===== src/rtl/bg_model_reader.sv =====
// bg_model_reader: joins background-model records with camera pixels and emits a K*sigma foreground mask stream.
module bg_model_reader #(
  parameter int WIDTH      = 320,
  parameter int HEIGHT     = 180,
  parameter int DATA_WIDTH = 336,
  parameter int K          = 3,
  parameter int MIN_SIGMA  = 2
) (
  input  logic                  clk,
  input  logic                  rst,
  input  logic                  model_tvalid,
  output logic                  model_tready,
  input  logic [DATA_WIDTH-1:0] model_tdata,
  input  logic                  model_tlast,
  input  logic                  pixel_tvalid,
  output logic                  pixel_tready,
  input  logic [23:0]           pixel_tdata,
  input  logic                  pixel_tlast,
  output logic                  mask_tvalid,
  input  logic                  mask_tready,
  output logic                  mask_tdata,
  output logic [2:0]            mask_tuser,
  output logic                  mask_tlast,
  output logic                  frame_done,
  output logic                  sync_err
);
  localparam int TOTAL = WIDTH * HEIGHT;
  localparam int CW = (TOTAL > 1) ? $clog2(TOTAL) : 1;
  typedef enum logic {RUN, DRAIN} state_t;
  state_t state_q, state_d;
  logic [CW-1:0] pix_cnt_q, pix_cnt_d;
  logic m_flag_q, m_flag_d, p_flag_q, p_flag_d, sync_err_q, sync_err_d;
  logic s1_valid_q, s1_valid_d, s1_last_q, s1_last_d;
  logic [2:0][35:0] thr_q, thr_d, thr_n;
  logic [2:0][32:0] diff_q, diff_d, diff_n;
  logic mask_tvalid_q, mask_tvalid_d, mask_tdata_q, mask_tdata_d, mask_tlast_q, mask_tlast_d;
  logic [2:0] mask_tuser_q, mask_tuser_d, flag;
  logic frame_done_q, frame_done_d;
  logic en, join_fire, at_end, err, mf, pf;
  logic unused_hi;
  assign unused_hi = ^model_tdata[DATA_WIDTH-1:192];
  // channel c: 0=B, 1=G, 2=R; sigma floor folds the negative case into the MIN_SIGMA compare
  for (genvar c = 0; c < 3; c++) begin : g_ch
    logic signed [31:0] sd;
    logic [31:0] sig;
    logic [32:0] d;
    assign sd = model_tdata[96+32*c +: 32];
    assign sig = (sd < MIN_SIGMA) ? 32'(MIN_SIGMA) : sd;
    assign d = {25'b0, pixel_tdata[8*c +: 8]} - {model_tdata[32*c+31], model_tdata[32*c +: 32]};
    assign thr_n[c] = 36'(K) * {4'b0, sig};
    assign diff_n[c] = d[32] ? -d : d;
    assign flag[c] = {3'b0, diff_q[c]} > thr_q[c];
  end
  always_comb begin
    en = !mask_tvalid_q | mask_tready;
    join_fire = (state_q == RUN) & model_tvalid & pixel_tvalid & en;
    at_end = pix_cnt_q == CW'(TOTAL - 1);
    err = join_fire & ((model_tlast != at_end) | (pixel_tlast != at_end));
    model_tready = (state_q == RUN) ? join_fire : !m_flag_q;
    pixel_tready = (state_q == RUN) ? join_fire : !p_flag_q;
    mf = m_flag_q | (model_tvalid & model_tready & model_tlast);
    pf = p_flag_q | (pixel_tvalid & pixel_tready & pixel_tlast);
    state_d = state_q;
    pix_cnt_d = pix_cnt_q;
    m_flag_d = m_flag_q;
    p_flag_d = p_flag_q;
    sync_err_d = sync_err_q | err;
    if (state_q == RUN) begin
      if (join_fire) pix_cnt_d = (at_end | err) ? '0 : pix_cnt_q + 1'b1;
      if (err) begin
        state_d = DRAIN;
        m_flag_d = model_tlast;
        p_flag_d = pixel_tlast;
      end
    end else if (mf & pf) begin
      state_d = RUN;
      pix_cnt_d = '0;
      m_flag_d = 1'b0;
      p_flag_d = 1'b0;
    end else begin
      m_flag_d = mf;
      p_flag_d = pf;
    end
    s1_valid_d = en ? join_fire : s1_valid_q;
    s1_last_d = en ? (at_end | err) : s1_last_q;
    thr_d = en ? thr_n : thr_q;
    diff_d = en ? diff_n : diff_q;
    mask_tvalid_d = en ? s1_valid_q : mask_tvalid_q;
    mask_tdata_d = en ? |flag : mask_tdata_q;
    mask_tuser_d = en ? flag : mask_tuser_q;
    mask_tlast_d = en ? s1_last_q : mask_tlast_q;
    frame_done_d = mask_tvalid_q & mask_tready & mask_tlast_q;
  end
  always_ff @(posedge clk or posedge rst) begin
    if (rst) begin
      state_q <= RUN;
      pix_cnt_q <= '0;
      m_flag_q <= 1'b0;
      p_flag_q <= 1'b0;
      sync_err_q <= 1'b0;
      s1_valid_q <= 1'b0;
      s1_last_q <= 1'b0;
      thr_q <= '0;
      diff_q <= '0;
      mask_tvalid_q <= 1'b0;
      mask_tdata_q <= 1'b0;
      mask_tuser_q <= '0;
      mask_tlast_q <= 1'b0;
      frame_done_q <= 1'b0;
    end else begin
      state_q <= state_d;
      pix_cnt_q <= pix_cnt_d;
      m_flag_q <= m_flag_d;
      p_flag_q <= p_flag_d;
      sync_err_q <= sync_err_d;
      s1_valid_q <= s1_valid_d;
      s1_last_q <= s1_last_d;
      thr_q <= thr_d;
      diff_q <= diff_d;
      mask_tvalid_q <= mask_tvalid_d;
      mask_tdata_q <= mask_tdata_d;
      mask_tuser_q <= mask_tuser_d;
      mask_tlast_q <= mask_tlast_d;
      frame_done_q <= frame_done_d;
    end
  end
  assign mask_tvalid = mask_tvalid_q;
  assign mask_tdata = mask_tdata_q;
  assign mask_tuser = mask_tuser_q;
  assign mask_tlast = mask_tlast_q;
  assign frame_done = frame_done_q;
  assign sync_err = sync_err_q;
endmodule


===== config.mk =====
export PLATFORM = sky130hd
export DESIGN_NAME = bg_model_reader
export DESIGN_NICKNAME = d
export VERILOG_FILES = /design/src/rtl/bg_model_reader.sv
export SDC_FILE = /design/constraint.sdc
export NUM_CORES = 1
export LEC_CHECK = 0
export BUFFER_PORTS_ARGS = -buffer_cell sky130_fd_sc_hd__buf_2
export CAP_MARGIN = 40
export CORE_ASPECT_RATIO = 1.1
export CORE_MARGIN = 2
export CORE_UTILIZATION = 63
export DETAILED_ROUTE_END_ITERATION = 8
export PLACE_DENSITY_LB_ADDON = 0.08
export SLEW_MARGIN = 20
export SYNTH_ARGS = -nofsm -noshare
export SYNTH_HDL_FRONTEND = slang
export SYNTH_SLANG_ARGS = --single-unit
export TNS_END_PERCENT = 20

===== constraint.sdc =====
create_clock -name clk -period 11.8 [get_ports clk]
set_input_delay 0 -clock clk [delete_from_list [all_inputs] [get_ports clk]]
set_output_delay 0 -clock clk [all_outputs]
set_load 0.05 [all_outputs]

==> impl_metrics.toml, run 1 <==
[sta]
max_slew_margin_pct = 41.8
final.period_utilization_pct = 41.6
rsz0062_at_grt = "no"
finalCriticalPeriod_ps = 4910
hold_viol = 2
worst_pin_slew_ps = 871
fmax_ghz = 0.204
tns_ps = 0
skew_ps = 17.6
setup_viol = 0
drv_slew = 0
hold_slack_ps = -1.41

[drt]
wl_per_cell_um = 16.9
drc = 0
antenna_left = 0
avgViaCountPerCell = 6.04
vias = 21500
dr.pass1.iters = 5
drt_wl_total_um = 60000
dr.first_iter.drc_count = 1360

[floorplanning]
initial_core_util_pct = 63.5
io_pins = 377
dieArea_sq_mm = 0.0368
die_h_um = 201
die_w_um = 183
core.rowCount = 72
core-area_sq_mm = 0.0350

[pwr]
power_mw = 3.18
leakage_nw = 11.4
powerDensity_mw_per_mm2 = 127
peakVddDrop_v = 0.000116

[placed_design]
gp_congestion = 0.917
io_buffers = 232
hpwlAfterDp_um = 46200
place_inst = 3453

[yosys]
synthCells = 2897
synth_seq_cells = 230
synth_edf_count = 0
async_flop_share_pct = 100
syn_nets = 3461
yosys-top-cells-area = "dfrtp_1, ha_1, xnor2_1"
ys_warn_count = 0
synth_area_leader_cell = "dfrtp_1"
ys_seq_area_share_pct = 25.9
yosysTopAreaCellShare_pct = 25.9
ys_types = 87
syn_area_sq_mm = 0.0222
ys.flop_type = "dfrtp_1"
syn_avg_cell_area_sq_um = 7.66

[cells_and_area]
drive_gt1_share_pct = 10.8
antenna-diode-count = 0
nFillCells = 2904
mostFrequentLayoutCell = "nor2_1"
area.growth.synth_to_final_pct = 12.7
final_cell_mix = "nor2_1, nand2_1, o21ai_0"
final_core_util_pct = 71.6
finalNetCount = 3657
stdcell_count = 3553

[outcome]
status = "complete, but fails checks"
violations = "negative hold slack"

[global_routing]
first_global_vias = 21000
antenna_found_initial = 0
grtUsageTotal_pct = 32.3
gr-total-overflow = 0
grt_first_pass_wirelength_um = 98900
grt_max_degree = 113

[clocking]
clk_pin_slew_worst_paths_ps = 60
cts.sink_count = 230
cts_tree = "yes"
htreeDepth = 1
postCtsSetupBuffers = 0
cts_buffers = 26
post_cts_resized = 0
clock_latency_ps = 530
cts-root-buf = "clkbuf_16"
cts_buffer_depth = 3
cts_hold_repair.buffers = 54

[worst_setup_path]
critPathRequiredTime_ps = 12220
cp-start-kind = "input pin"
path_max_fanout = 49
timing_worst_setup_path_type = "in2reg"
r2r_cells = 9
setup.worst_path.end_class = "register"
cp_data_arrival_time_ps = 5330

[min_path]
holdPathStages = 4
hp-class = "in2reg"

[run]
cap_violations = 0
## flip-flops by register name (all words and copies together) (netlist names)
register and count:
p_flag_q 1, thr_q 102, mask_tvalid 1, diff_q 99
s1_last_q 1, m_flag_q 1, pix_cnt_q 16, sync_err 1
state_q 1, frame_done 1, mask_tuser 3, mask_tdata 1
s1_valid_q 1, mask_tlast 1
## stage by stage
stage | hold WS (ps) | setup WS [ps] | area [sq um]
floorplan | 160 | 5500 | 22200
global placement | 135 | 6890 | 23500
detailed placement | 140 | 6860 | 23600
CTS | 6.53 | 6990 | 25000
global route | 20.6 | 6440 | 25000
finish | -1.41 | 6890 | 25000
## metal layers
metal	global-route usage, %	up-vias	share of wire (%)
met2	61.5	579	53
met1	35.9	10100	38
met5	0	-	0
met4	15.3	0	5.0
li1	-	10600	-
met3	2.78	163	3.6
## cells in the mapped netlist, types with 5 or more instances
cell type and number:
nor2_1 274, nand2_1 266, o21ai_0 256, a21oi_1 238, dfrtp_1 230, inv_1 199
ha_1 193, xnor2_1 170, clkbuf_1 126, xor2_1 105, nor2b_1 98, a21o_1 85
nor3_1 65, nand2b_1 54, nand3_1 51, nand4_1 38, nor4_1 33, a31oi_1 32
or3_1 29, o31ai_1 24, a211oi_1 23, and3_1 23, o21a_1 18, and2_1 17
o22ai_1 17, mux2i_1 14, a221oi_1 13, o211ai_1 13, or2_2 12, and4_1 11
o21bai_1 11, nand3b_1 9, o2111ai_1 8, o21ai_1 8, a41oi_1 7, buf_1 7
o221ai_1 6, mux2_2 5, nor3b_1 5, or4_1 5
## final timing paths
| path | startpoint | to | slack [ps] |
|---|---|---|---|
| min in group asynchronous | rst | pix_cnt_q[7] | 100 |
| max in group asynchronous | rst | diff_q[73] | 10550 |
| min | model_tdata[85] | diff_q[87] | -1 |
| min reg2reg | s1_valid_q | mask_tvalid | 470 |
| max | model_tdata[130] | thr_q[69] | 6890 |
| max reg2reg | pix_cnt_q[0] | p_flag_q | 8920 |
## critical path, cell delays in order
cell and delay, ps:
dlygate4sd3_1 560, buf_2 180, nor2_1 270, nand3_1 110
nor3_1 200, ha_1 260, buf_4 290, or2_2 340
ha_1 230, ha_1 250, inv_1 100, a2111oi_0 120
o31a_1 330, a31o_2 280, a21oi_1 190, o211ai_1 160
o21ai_0 460, o21ai_0 250, a221oi_1 430, o21ai_0 190
o21a_1 140
## power by group
part | switching [mW] | internal [mW]
Sequential | 0.130 | 0.977
Clock | 0.326 | 0.479
Combinational | 0.764 | 0.506
## area by class of cell
| cell class | instances | area (sq um) | area share, % |
|---|---|---|---|
| clock inverters | 10 | 116 | 0.465 |
| clock buffers | 34 | 732 | 2.93 |
| flip-flops and latches | 230 | 5760 | 23.0 |
| multi-input cells | 2334 | 15200 | 60.8 |
| inverters | 199 | 754 | 3.02 |
| well taps | 444 | 556 | 2.22 |
| repair buffers | 302 | 1890 | 7.54 |
## logic make-up (layout without fill, tap and decap cells)
| group | count (synthesis) | in the layout | share of synthesized area, % |
|---|---|---|---|
| AOI/OAI and AO/OA | 824 | 824 | 22.7 |
| xor gates and xnor gates | 275 | 275 | 10.8 |
| adders and majority gates | 198 | 198 | 11.3 |
| buffers and inverters | 333 | 545 | 5.63 |
| DFF | 230 | 230 | 25.9 |
| muxes | 19 | 19 | 0.885 |
| and+or+nand+nor | 1018 | 1018 | 22.7 |
No activity file was read; power rests on OpenSTA's default activity.
==> run 2, diff against run 1 <==
ABC_AREA = 1   (was default)
CORE_UTILIZATION = 60   (was 63)
clock period = 5.1 ns   (was 11.8 ns; I/O delays follow)
==> impl_metrics.toml, run 2 <==
[sta]
finalCriticalPeriod_ps = 3670
worst_pin_slew_ps = 813
tns_ps = 0
rsz0062_at_grt = "no"
final.period_utilization_pct = 71.9
hold_viol = 0
fmax_ghz = 0.273
max_slew_margin_pct = 45.7
setup_viol = 0
skew_ps = 24.0
drv_slew = 0

[global_routing]
grt_first_pass_wirelength_um = 111000
grt_max_degree = 134
grtUsageTotal_pct = 30.8
first_global_vias = 23700
antenna_found_initial = 2
gr-total-overflow = 0

[worst_setup_path]
crit_family = "simple AND/OR/NAND/NOR gates"
reg2reg_setup_slack_ps = 2530
cp_slowest_stage_delay_ps = 550
critPathRequiredTime_ps = 5500
cp_data_arrival_time_ps = 4060
crit_chain = "dlygate4sd3_1, buf_2, nor3_1, nor4b_1, ha_1, inv_2, nand2_1, fa_1, or2_2, nand3_1, nand2_1, o21ai_1, a21oi_1, o21ai_1, nand2_1, nand2_1, nand2_1, nand3_1, o21ai_1"
path_max_fanout = 14
cp-start-kind = "input pin"
setup.worst_path.end_class = "register"
timing_worst_setup_path_type = "in2reg"
path_common_cell = "nand2_1"
cp_slowest_cell = "dlygate4sd3_1"
worst-path-buf-inv = 3

[yosys]
ys_types = 56
synthTopCellsByCount = "nand2_1, inv_1, nor2_1"
ys.flop_type = "dfrtp_1"
synthCells = 4174
syn_avg_cell_area_sq_um = 5.94
syn_nets = 4738
yosysTopAreaCellShare_pct = 23.2
syn_area_sq_mm = 0.0248
async_flop_share_pct = 100
ys_warn_count = 0
synth_area_leader_cell = "dfrtp_1"
yosys-top-cells-area = "dfrtp_1, nand2_1, inv_1"
ys_seq_area_share_pct = 23.2
synth_edf_count = 0
yosysMostFrequentCell = "nand2_1"
synth_seq_cells = 230

[floorplanning]
core-area_sq_mm = 0.0410
core.rowCount = 78
io_pins = 377
dieArea_sq_mm = 0.0430
die_h_um = 217
die_w_um = 198
initial_core_util_pct = 60.5

[cells_and_area]
nFillCells = 3975
mostFrequentLayoutCell = "nand2_1"
drive_gt1_share_pct = 8.48
area.growth.synth_to_final_pct = 11.9
largest_reg_flops = 102
top_register = "thr_q"
reg_top3 = "thr_q x102, diff_q x99, pix_cnt_q x16"
final_cell_mix = "nand2_1, inv_1, nor2_1"
finalNetCount = 4980

[drt]
antenna_left = 0
vias = 26200
drt_wl_total_um = 66600
dr.pass1.iters = 5
wl_per_cell_um = 13.5
drc = 0
avgViaCountPerCell = 5.30
dr.first_iter.drc_count = 1539

[pwr]
powerDensity_mw_per_mm2 = 265
power_mw = 7.35
leakage_nw = 15.3
peakVddDrop_v = 0.000226

[clocking]
cts.sink_count = 230
clock_latency_ps = 550
cts_buffer_depth = 3
clk_pin_slew_worst_paths_ps = 60
post_cts_resized = 0
postCtsSetupBuffers = 0
htreeDepth = 1
cts_tree = "yes"
cts_buffers = 26
cts-root-buf = "clkbuf_16"

[outcome]
status = "finished, final reports clean"

[min_path]
hp-class = "in2reg"

[run]
cap_violations = 0

[placed_design]
hpwlAfterDp_um = 53800
io_buffers = 232
gp_congestion = 0.982
-- run 2: cell count changes in the layout (fill, tap and decap cells not counted), sizes merged, moves of 78 or more --
cell and change:
a21o -78, inv +495, nand2 +985, nand3 +343, nor2 +221, nor2b -98, xnor2 -162
-- run 2: final timing paths --
kind	from	to	cells past startpoint
max reg2reg	pix_cnt_q[0]	m_flag_q	11
min reg2reg	s1_valid_q	mask_tvalid	2
min in group asynchronous	rst	pix_cnt_q[15]	3
max in group asynchronous	rst	thr_q[47]	4
max	model_tdata[162]	thr_q[93]	19
min	model_tdata[23]	diff_q[23]	5
-- run 2: worst reg2reg max path: cells and delay by family, from the launching register on --
kind	cells	cell delay, ps
AOI/OAI and AO/OA	2	340
and+or+nand+nor	7	840
buffers and inverters	1	660
DFF	1	390
adders and majority gates	1	220
-- run 2: layout make-up --
| type | count | area (sq um) | area share [%] |
|---|---|---|---|
| timing repair buffer | 288 | 1760 | 6.35 |
| sequential | 230 | 5760 | 20.7 |
| multi-input combinational | 3174 | 16100 | 58.0 |
| clock buffer | 34 | 722 | 2.60 |
| antenna | 1 | 2.50 | 0.00901 |
| inverter | 696 | 2620 | 9.45 |
| tap | 520 | 651 | 2.34 |
| clock inverter | 11 | 146 | 0.527 |
-- run 2: power breakdown --
part / internal, mW / leakage (nW) / total (mW) / switching (mW)
Clock: 1.15 / 0.420 / 1.89 / 0.744
Combinational: 1.03 / 12.1 / 2.98 / 1.95
Sequential: 2.24 / 2.78 / 2.48 / 0.237
Total: 4.42 / 15.3 / 7.35 / 2.93
-- run 2: timing repair --
action	CTS	global route
hold buffers	43	0
endpoints found under the setup margin	0	0
endpoints found under the hold margin	71	0
-- run 2: cells by family after synthesis --
kind of cell,after synthesis,share of synthesized area (%)
buf+inv,770,11.9
flops,230,23.2
xor+xnor,73,2.61
simple gates,2349,40.1
fa+ha+maj,197,10.1
compound gates,555,12.1
-- run 2: routing by layer --
| metal | vias up | part of all wire [%] | wire [um] | track usage, % |
|---|---|---|---|---|
| met1 | 11600 | 47 | 31500 | 43.3 |
| li1 | 13800 | - | - | - |
| met2 | 666 | 45 | 30300 | 50.7 |
| met3 | 99 | 4.7 | 3130 | 2.26 |
| met4 | 2 | 2.6 | 1740 | 9.20 |
| met5 | - | 0.020 | 13 | 0 |
-- run 2: per-stage QoR --
stage	cells	worst slack (ps)	utilization, %	hold WS (ps)	cell area, sq um
floorplan	4174	1520	-	117	24800
global route	4954	959	67.7	32.0	27800
CTS	4952	1420	67.7	1.67	27700
global placement	4862	1210	64.4	144	26400
detailed placement	4864	1120	64.5	153	26400
finish	4954	1430	67.7	5.38	27800
